### src/rtl/holosynth_audio_pkg.sv
// Shared audio definitions for the holosynth datapath: default sample and
// slot geometry, the stereo sample container handed from the synthesizer
// to the audio back end, and small helpers for slot decoding.
package holosynth_audio_pkg;

    localparam int AUD_BIT_DEPTH_DEF = 24;
    localparam int SLOT_BITS_DEF     = 32;
    localparam int BCLK_DIV_DEF      = 4;

    // Stereo sample as produced by the synthesizer at default depth.
    typedef struct packed {
        logic [AUD_BIT_DEPTH_DEF-1:0] left;
        logic [AUD_BIT_DEPTH_DEF-1:0] right;
    } stereo_sample_t;

    // Channel currently occupying the serial slot (matches LRCK level).
    typedef enum logic {
        CHAN_LEFT  = 1'b0,
        CHAN_RIGHT = 1'b1
    } chan_e;

    // True when slot position pos carries a sample bit; position 0 is the
    // I2S one-bit delay and positions past the sample depth are padding.
    function automatic logic slot_bit_active(input int pos, input int depth);
        return (pos >= 1) && (pos <= depth);
    endfunction

endpackage

### src/rtl/audio_i2s_tx_clk_gen.sv
// Bit-clock and word-clock generator for the I2S transmitter. Divides the
// audio clock into BCLK, counts bit periods across a stereo frame and
// exposes strobes for the BCLK falling edge and for the frame wrap.
module i2s_clk_gen #(
    parameter int SLOT_BITS = 32,
    parameter int BCLK_DIV  = 4
) (
    input  logic                            clk,
    input  logic                            reset_data,
    output logic                            fall,
    output logic                            frame_wrap,
    output logic [$clog2(2*SLOT_BITS)-1:0]  bit_cnt_nxt,
    output logic                            bclk,
    output logic                            lrck
);

    localparam int DIV_W = $clog2(BCLK_DIV);
    localparam int BIT_W = $clog2(2*SLOT_BITS);

    logic [DIV_W-1:0] div_cnt_r;
    logic [DIV_W-1:0] div_cnt_nxt_s;
    logic [BIT_W-1:0] bit_cnt_r;
    logic [BIT_W-1:0] bit_cnt_nxt_s;
    logic             fall_s;
    logic             frame_wrap_s;
    logic             bclk_r;
    logic             lrck_r;

    // Next divider/bit counter values and the edge strobes derived from them.
    always_comb begin
        fall_s        = (div_cnt_r == DIV_W'(BCLK_DIV - 1));
        frame_wrap_s  = 1'b0;
        div_cnt_nxt_s = div_cnt_r;
        bit_cnt_nxt_s = bit_cnt_r;
        if (fall_s) begin
            div_cnt_nxt_s = {DIV_W{1'b0}};
            if (bit_cnt_r == BIT_W'(2*SLOT_BITS - 1)) begin
                bit_cnt_nxt_s = {BIT_W{1'b0}};
                frame_wrap_s  = 1'b1;
            end else begin
                bit_cnt_nxt_s = bit_cnt_r + BIT_W'(1);
            end
        end else begin
            div_cnt_nxt_s = div_cnt_r + DIV_W'(1);
        end
    end

    // Counter state plus BCLK/LRCK registered from the next counter values,
    // so both clocks stay exactly aligned with the counters.
    always_ff @(posedge clk) begin
        if (reset_data) begin
            div_cnt_r <= {DIV_W{1'b0}};
            bit_cnt_r <= {BIT_W{1'b0}};
            bclk_r    <= 1'b0;
            lrck_r    <= 1'b0;
        end else begin
            div_cnt_r <= div_cnt_nxt_s;
            bit_cnt_r <= bit_cnt_nxt_s;
            bclk_r    <= (div_cnt_nxt_s >= DIV_W'(BCLK_DIV / 2));
            lrck_r    <= (bit_cnt_nxt_s >= BIT_W'(SLOT_BITS));
        end
    end

    assign fall        = fall_s;
    assign frame_wrap  = frame_wrap_s;
    assign bit_cnt_nxt = bit_cnt_nxt_s;
    assign bclk        = bclk_r;
    assign lrck        = lrck_r;

endmodule

### src/rtl/audio_i2s_tx.sv
// I2S transmitter for the codec DAC. Accepts stereo samples through a
// valid/ready holding register, moves them into a shadow register at each
// frame boundary and shifts the shadow out MSB first with the I2S one-bit
// delay. A frame that starts with nothing held replays the previous sample.
// Optional build macro: I2S_UNDERRUN_CNT_EN enables the saturating
// underrun counter; without it underrun_cnt reads constant zero.
module audio_i2s_tx
    import holosynth_audio_pkg::*;
#(
    parameter int AUD_BIT_DEPTH = AUD_BIT_DEPTH_DEF,
    parameter int SLOT_BITS     = SLOT_BITS_DEF,
    parameter int BCLK_DIV      = BCLK_DIV_DEF
) (
    input  logic                     AUDIO_CLK,
    input  logic                     reset_data,
    input  logic [AUD_BIT_DEPTH-1:0] lsound_in,
    input  logic [AUD_BIT_DEPTH-1:0] rsound_in,
    input  logic                     sample_valid,
    output logic                     sample_ready,
    output logic                     AUD_BCLK,
    output logic                     AUD_DACLRCK,
    output logic                     AUD_DACDAT,
    output logic                     frame_start,
    output logic                     underrun,
    output logic [15:0]              underrun_cnt
);

    localparam int BIT_W = $clog2(2*SLOT_BITS);
    localparam int POS_W = $clog2(SLOT_BITS);

    typedef struct packed {
        logic [AUD_BIT_DEPTH-1:0] left;
        logic [AUD_BIT_DEPTH-1:0] right;
    } sample_pair_t;

    logic               fall_s;
    logic               frame_wrap_s;
    logic [BIT_W-1:0]   bit_cnt_nxt_s;

    sample_pair_t       in_pair_s;
    sample_pair_t       hold_r;
    sample_pair_t       hold_nxt_s;
    sample_pair_t       shadow_r;
    sample_pair_t       shadow_nxt_s;
    logic               hold_empty_r;
    logic               hold_empty_nxt_s;
    logic               frame_start_r;
    logic               frame_start_nxt_s;
    logic               underrun_r;
    logic               underrun_nxt_s;
    logic               dacdat_r;
    logic               dacdat_nxt_s;

    chan_e              chan_s;
    logic [POS_W-1:0]   pos_s;
    logic [POS_W-1:0]   idx_s;
    logic [AUD_BIT_DEPTH-1:0] chan_word_s;

    i2s_clk_gen #(
        .SLOT_BITS (SLOT_BITS),
        .BCLK_DIV  (BCLK_DIV)
    ) u_clk_gen (
        .clk         (AUDIO_CLK),
        .reset_data  (reset_data),
        .fall        (fall_s),
        .frame_wrap  (frame_wrap_s),
        .bit_cnt_nxt (bit_cnt_nxt_s),
        .bclk        (AUD_BCLK),
        .lrck        (AUD_DACLRCK)
    );

    assign in_pair_s = {lsound_in, rsound_in};

    // Holding/shadow register control: frame load, bypass, underrun, accept.
    always_comb begin
        hold_nxt_s        = hold_r;
        hold_empty_nxt_s  = hold_empty_r;
        shadow_nxt_s      = shadow_r;
        frame_start_nxt_s = 1'b0;
        underrun_nxt_s    = 1'b0;
        if (frame_wrap_s) begin
            frame_start_nxt_s = 1'b1;
            if (!hold_empty_r) begin
                shadow_nxt_s     = hold_r;
                hold_empty_nxt_s = 1'b1;
            end else if (sample_valid) begin
                // Sample arriving on the load cycle goes straight to the shadow.
                shadow_nxt_s = in_pair_s;
            end else begin
                underrun_nxt_s = 1'b1;
            end
        end else if (sample_valid && hold_empty_r) begin
            hold_nxt_s       = in_pair_s;
            hold_empty_nxt_s = 1'b0;
        end else begin
            hold_nxt_s       = hold_r;
            hold_empty_nxt_s = hold_empty_r;
        end
    end

    // Decode the upcoming bit position into channel and slot position.
    always_comb begin
        if (bit_cnt_nxt_s >= BIT_W'(SLOT_BITS)) begin
            chan_s = CHAN_RIGHT;
            pos_s  = POS_W'(bit_cnt_nxt_s - BIT_W'(SLOT_BITS));
        end else begin
            chan_s = CHAN_LEFT;
            pos_s  = POS_W'(bit_cnt_nxt_s);
        end
    end

    // Serial data for the upcoming bit; only changes on BCLK falling edges.
    always_comb begin
        idx_s        = POS_W'(AUD_BIT_DEPTH) - pos_s;
        chan_word_s  = shadow_r.left;
        dacdat_nxt_s = dacdat_r;
        case (chan_s)
            CHAN_LEFT:  chan_word_s = shadow_r.left;
            CHAN_RIGHT: chan_word_s = shadow_r.right;
            default:    chan_word_s = shadow_r.left;
        endcase
        if (fall_s) begin
            if (slot_bit_active(int'(pos_s), AUD_BIT_DEPTH)) begin
                dacdat_nxt_s = chan_word_s[idx_s];
            end else begin
                dacdat_nxt_s = 1'b0;
            end
        end else begin
            dacdat_nxt_s = dacdat_r;
        end
    end

    // Buffer, serial data and status pulse registers.
    always_ff @(posedge AUDIO_CLK) begin
        if (reset_data) begin
            hold_r        <= sample_pair_t'({(2*AUD_BIT_DEPTH){1'b0}});
            shadow_r      <= sample_pair_t'({(2*AUD_BIT_DEPTH){1'b0}});
            hold_empty_r  <= 1'b1;
            frame_start_r <= 1'b0;
            underrun_r    <= 1'b0;
            dacdat_r      <= 1'b0;
        end else begin
            hold_r        <= hold_nxt_s;
            shadow_r      <= shadow_nxt_s;
            hold_empty_r  <= hold_empty_nxt_s;
            frame_start_r <= frame_start_nxt_s;
            underrun_r    <= underrun_nxt_s;
            dacdat_r      <= dacdat_nxt_s;
        end
    end

`ifdef I2S_UNDERRUN_CNT_EN
    logic [15:0] underrun_cnt_r;

    // Saturating count of frames that started with the holding register empty.
    always_ff @(posedge AUDIO_CLK) begin
        if (reset_data) begin
            underrun_cnt_r <= 16'h0000;
        end else if (underrun_nxt_s && (underrun_cnt_r != 16'hFFFF)) begin
            underrun_cnt_r <= underrun_cnt_r + 16'h0001;
        end
    end

    assign underrun_cnt = underrun_cnt_r;
`else
    assign underrun_cnt = 16'h0000;
`endif

    assign sample_ready = hold_empty_r;
    assign AUD_DACDAT   = dacdat_r;
    assign frame_start  = frame_start_r;
    assign underrun     = underrun_r;

endmodule

### config.mk
export PLATFORM = sky130hd
export DESIGN_NAME = audio_i2s_tx
export DESIGN_NICKNAME = d
export VERILOG_FILES = /design/src/rtl/holosynth_audio_pkg.sv /design/src/rtl/audio_i2s_tx_clk_gen.sv /design/src/rtl/audio_i2s_tx.sv
export SDC_FILE = /design/constraint.sdc
export NUM_CORES = 1
export LEC_CHECK = 0
export CAP_MARGIN = 20
export CORE_UTILIZATION = 47
export CTS_BUF_LIST = sky130_fd_sc_hd__clkbuf_2
export DETAILED_ROUTE_END_ITERATION = 8
export GPL_TIMING_DRIVEN = 0
export PLACE_DENSITY = 0.7
export SYNTH_ARGS = -nofsm -noshare
export SYNTH_HDL_FRONTEND = slang
export SYNTH_SLANG_ARGS = --single-unit
### constraint.sdc
create_clock -name AUDIO_CLK -period 8.3 [get_ports AUDIO_CLK]
set_input_delay 1.245 -clock AUDIO_CLK [delete_from_list [all_inputs] [get_ports AUDIO_CLK]]
set_output_delay 1.245 -clock AUDIO_CLK [all_outputs]
set_load 0.1 [all_outputs]
Yosys cells after proc, flatten, opt, wreduce, memory -nomap -nowiden --
Cells that the tools add are included.
Word-level totals: register bits 110, output and inout port bits 22
Cells by class: $add $sub $neg 4, order comparisons 5, equality and inequality tests 3, mux-type cells 15, bitwise operators 3, reduce and logical (&&, ||, !) cells 6
Operators by type and width (count):
- $mux W48 | 2
- $pmux W24 S2 | 1
- $mux W6 | 2
- $mux W1 | 7
- $add A6 B1 Y6 const B | 1
- $eq A6 B6 Y1 const B | 1
- $ge A6 B6 Y1 const B | 1
- $lt A5 B6 Y1 const B | 1
- $bmux W1 S5 | 1
- $ge A5 B1 Y1 const B | 1
- $le A5 B5 Y1 const B | 1
- $mux W5 | 1
- $sub A5 B1 Y5 const B | 1
- $sub A5 B5 Y5 const A | 1
- $reduce_and A2 Y1 | 2
- $not A1 Y1 | 3
- $reduce_or A3 Y1 | 1
- $add A2 B1 Y2 const B | 1
- $eq A2 B2 Y1 const B | 1
- $ge A2 B2 Y1 const B | 1
- $logic_and A1 B1 Y1 | 2
- $mux W2 | 1
- $ne A2 B2 Y1 const B | 1
- $reduce_or A2 Y1 | 1

Longest topological paths before layout --
depth after elaboration 10, depth in mapped cells 13

Cells and area by module --
From an unflattened synthesis, not the netlist that was laid out.
Second synthesis, totals: cell total of the unflattened synthesis 537, area total of the unflattened synthesis 4828.4 sq um
Modules (own cells, without submodules):
- audio_i2s_tx | times used 1, cells each 500, area an instance 4468.0 sq um, sequential area each 2001.9 sq um
- i2s_clk_gen | times used 1, cells each 37, area an instance 360.3 sq um, sequential area each 160.2 sq um

Worst setup path after synthesis --
Ideal clock, no wire load.
path kind register -> register, from reg u_clk_gen.bclk (netlist name), to reg dacdat_r (netlist: AUD_DACDAT), arrival time 3.470 ns, data required time 8.223 ns, setup slack 4.753 ns, cell stages (with the launch flop) 14, buffers on the path 1, period minus slack after synthesis 3.547 ns, cell sequence dfxtp_1 -> ha_1 -> buf_4 -> xnor2_1 -> a31oi_2 -> inv_2 -> ha_1 -> xnor3_1 -> mux2i_1 -> o311ai_0 -> nor2_1 -> o211ai_1 -> a32oi_1 -> a41oi_2
RTL lines:
- to (signal assigned) | line audio_i2s_tx.sv:148 | dacdat_r <= dacdat_nxt_s;
- to (decl) | line audio_i2s_tx.sv:51 | logic dacdat_r;

==> metrics <==
IO Port Bufs 55; Core Util, Final 58.12%; most frequent cells in the layout nand2_1, dfxtp_1, nor2_1; post-CTS sizing 0; detailed placement HPWL 10.12 mm; Die Width 106.8 µm; total grt overflow 0; synthesized netlist cell count 610; status finished clean; RR Startpoint u_clk_gen.bclk$_SDFF_PP0_; mean routed wirelength per cell 15.81 µm; CP startpoint u_clk_gen.bclk$_SDFF_PP0_; synth warn 0; height of the chip 106.8 µm; final setup skew 15.15 ps; Num CTS Buffers 9; initial drt markers 257; clock buffer depth 2; Crit path required time 8800 ps; Pwr per Cell Area 169.5 nW/µm²; worst r2r path cells 13; Hold Crit Depth 1; period utilization 42.80%; Unique masters post-synth 54; HP Class reg2reg; synthesized area 5160 µm²; placed cell count 816; fin worst setup slack 4747 ps; Yosys reg bits 109; initial antenna violation count 0; Slew Viols, Final 0; largest net degree at the start of global routing 17; Core ar. 10460 µm²; CTS tree done; WS Path Type reg2reg; total setup buffers inserted after CTS 0; GPL Wtd Cong 0.9603; critical path endpoint category register; clk_lat worst skew 600 ps; main flop type after synthesis dfxtp_1; total wire length 13.11 mm; sequential area share after synthesis 42.29%; CTS root buf clkbuf_2; endpoints failing setup 0; VDD IR max 0.09865 mV; Starting Density 49.32%; final hold violations 0; commonest non-fill, non-tap cell in the layout nand2_1; global-route wire length before repair 20.98 mm; number of synthesized flops with an enable pin 0; Top-Level Pins 73; R2R Setup Slk 4750 ps; final setup TNS 0 ps; worst slew pin tran 972.3 ps; crit start category register; P&R area growth vs syn 17.85%; ANT nets after route 0; synthesized area per cell 8.459 µm²; Overall Global Routing Usage 24.06%; clock-pin slew on the worst setup and hold paths 250 ps; min cycle time layout 3553 ps; drt drc 0; Nets 746; CP Max Fanout 9; Leakage 2.360 nW; Clock Sinks 109; ANT cells 0; H-tree levels 3; first-pass detailed-route iteration total 5; layout cell share with drive strength beyond 1 6.638%; RSZ-0062 raised after global routing no; non-filler cells, final 829; Die Area 11400 µm²; dpl ws 4829 ps; fraction of registers with async set/reset 0%; max_cap viols 0; Max-slew headroom 34.98%; largest registers hold_r: 48 flops, shadow_r: 48 flops, u_clk_gen.bit_cnt_r: 6 flops; number of global-route vias before repair 4113; Crit Reg-Reg Endpoint AUD_DACDAT$_SDFFE_PP0N_; Vias per Instance 5.397; Fmax 281.5 MHz; hold_buf cts 0; Worst Setup EP AUD_DACDAT$_SDFFE_PP0N_; routed vias 4474; Critical Path AT 4050 ps; Core Rows 37
## final cells by class
type,count,area (µm²)
Buffer,65,339.1
Clock buffer,9,45.04
Clock inverter,4,98.84
Fill cell,951,4382
Inverter,3,11.26
Multi-Input combinational cell,448,2684
Sequential cell,109,2182
Tap cell,136,170.2
Timing Repair Buffer,55,550.5
## metrics by stage
| step | hold WS [ps] | total power [mW] | cell area, µm² |
|---|---|---|---|
| floorplan | 401.7 | 0.6886 | 5216 |
| CTS | 447.5 | 1.035 | 6081 |
| global placement | 413.1 | 0.7416 | 5937 |
| global route | 472.5 | 1.077 | 6081 |
| detailed placement | 420.2 | 0.7449 | 5937 |
| finish | 443.3 | 1.030 | 6081 |
## synth_stat cells, types with 2 or more instances
master,n,area (µm²)
nor2_1,69,259.0
xnor2_1,4,35.03
clkbuf_1,34,127.6
nor3_1,3,15.01
buf_4,18,135.1
inv_1,2,7.510
and3_1,5,31.28
a22oi_1,4,30.03
nand4_1,6,37.54
nand2_1,116,435.4
o21ai_0,4,20.02
a211oi_1,53,397.9
dfxtp_1,109,2182
xor2_1,2,17.52
ha_1,4,50.05
buf_2,4,20.02
nor3b_1,2,15.01
o211ai_1,6,45.04
o22ai_1,2,12.51
o32a_1,2,20.02
buf_1,6,22.52
nand3_1,12,60.06
nor2b_1,2,12.51
buf_6,3,33.78
a21oi_1,54,270.3
mux2i_1,56,560.5
## kinds of logic (layout without fill, tap and decap cells)
family | after synthesis | in the layout | synth area share (%)
adder cells (fa/ha/maj) | 4 | 4 | 0.9700
buffers and inverters | 68 | 136 | 6.789
multiplexers | 57 | 57 | 11.30
AO/OA/AOI/OAI | 139 | 139 | 18.43
AND/OR/NAND/NOR | 224 | 224 | 18.24
XOR/XNOR | 8 | 8 | 1.916
flip-flops | 109 | 109 | 42.29
other | 1 | 16 | 0.07268
## worst max-delay path, stage by stage, from the launching register on
cell and delay (ps):
dfxtp_1 370, ha_1 180, buf_4 160, and4_1 180, a31oi_2 430, inv_2 200
ha_1 300, xnor3_1 600, mux2i_1 310, o311ai_0 140, nor2_1 130, o211ai_1 120
a32oi_1 260, a41oi_2 50
## metal layers
metal / wire [µm] / share of wire [%] / global-route usage [%]
met1: 6255 / 48 / 31.90
met2: 6153 / 47 / 40.14
met3: 515 / 3.9 / 3.891
met4: 184 / 1.4 / 7.241
met5: 0 / 0 / 0
## where the power goes
part / internal, mW / leakage [nW] / total [mW] / switching [mW]
registers: 0.540 / 0.886 / 0.548 / 0.00774
logic: 0.0689 / 1.39 / 0.188 / 0.119
clock network: 0.126 / 0.0843 / 0.294 / 0.168
## worst min-delay path by stage
| stage | from | to | slack, ps |
|---|---|---|---|
| after floorplan | u_clk_gen.div_cnt_r[0]$_SDFF_PP0_ | u_clk_gen.div_cnt_r[0]$_SDFF_PP0_ | 400 |
| after global placement | u_clk_gen.div_cnt_r[0]$_SDFF_PP0_ | u_clk_gen.div_cnt_r[0]$_SDFF_PP0_ | 410 |
| after detailed placement | u_clk_gen.div_cnt_r[0]$_SDFF_PP0_ | u_clk_gen.div_cnt_r[0]$_SDFF_PP0_ | 420 |
| after CTS | u_clk_gen.div_cnt_r[0]$_SDFF_PP0_ | u_clk_gen.div_cnt_r[0]$_SDFF_PP0_ | 450 |
| after global routing | u_clk_gen.div_cnt_r[0]$_SDFF_PP0_ | u_clk_gen.div_cnt_r[0]$_SDFF_PP0_ | 470 |
| final | u_clk_gen.div_cnt_r[0]$_SDFF_PP0_ | u_clk_gen.div_cnt_r[0]$_SDFF_PP0_ | 440 |
Power figures use the tool's default switching activity.
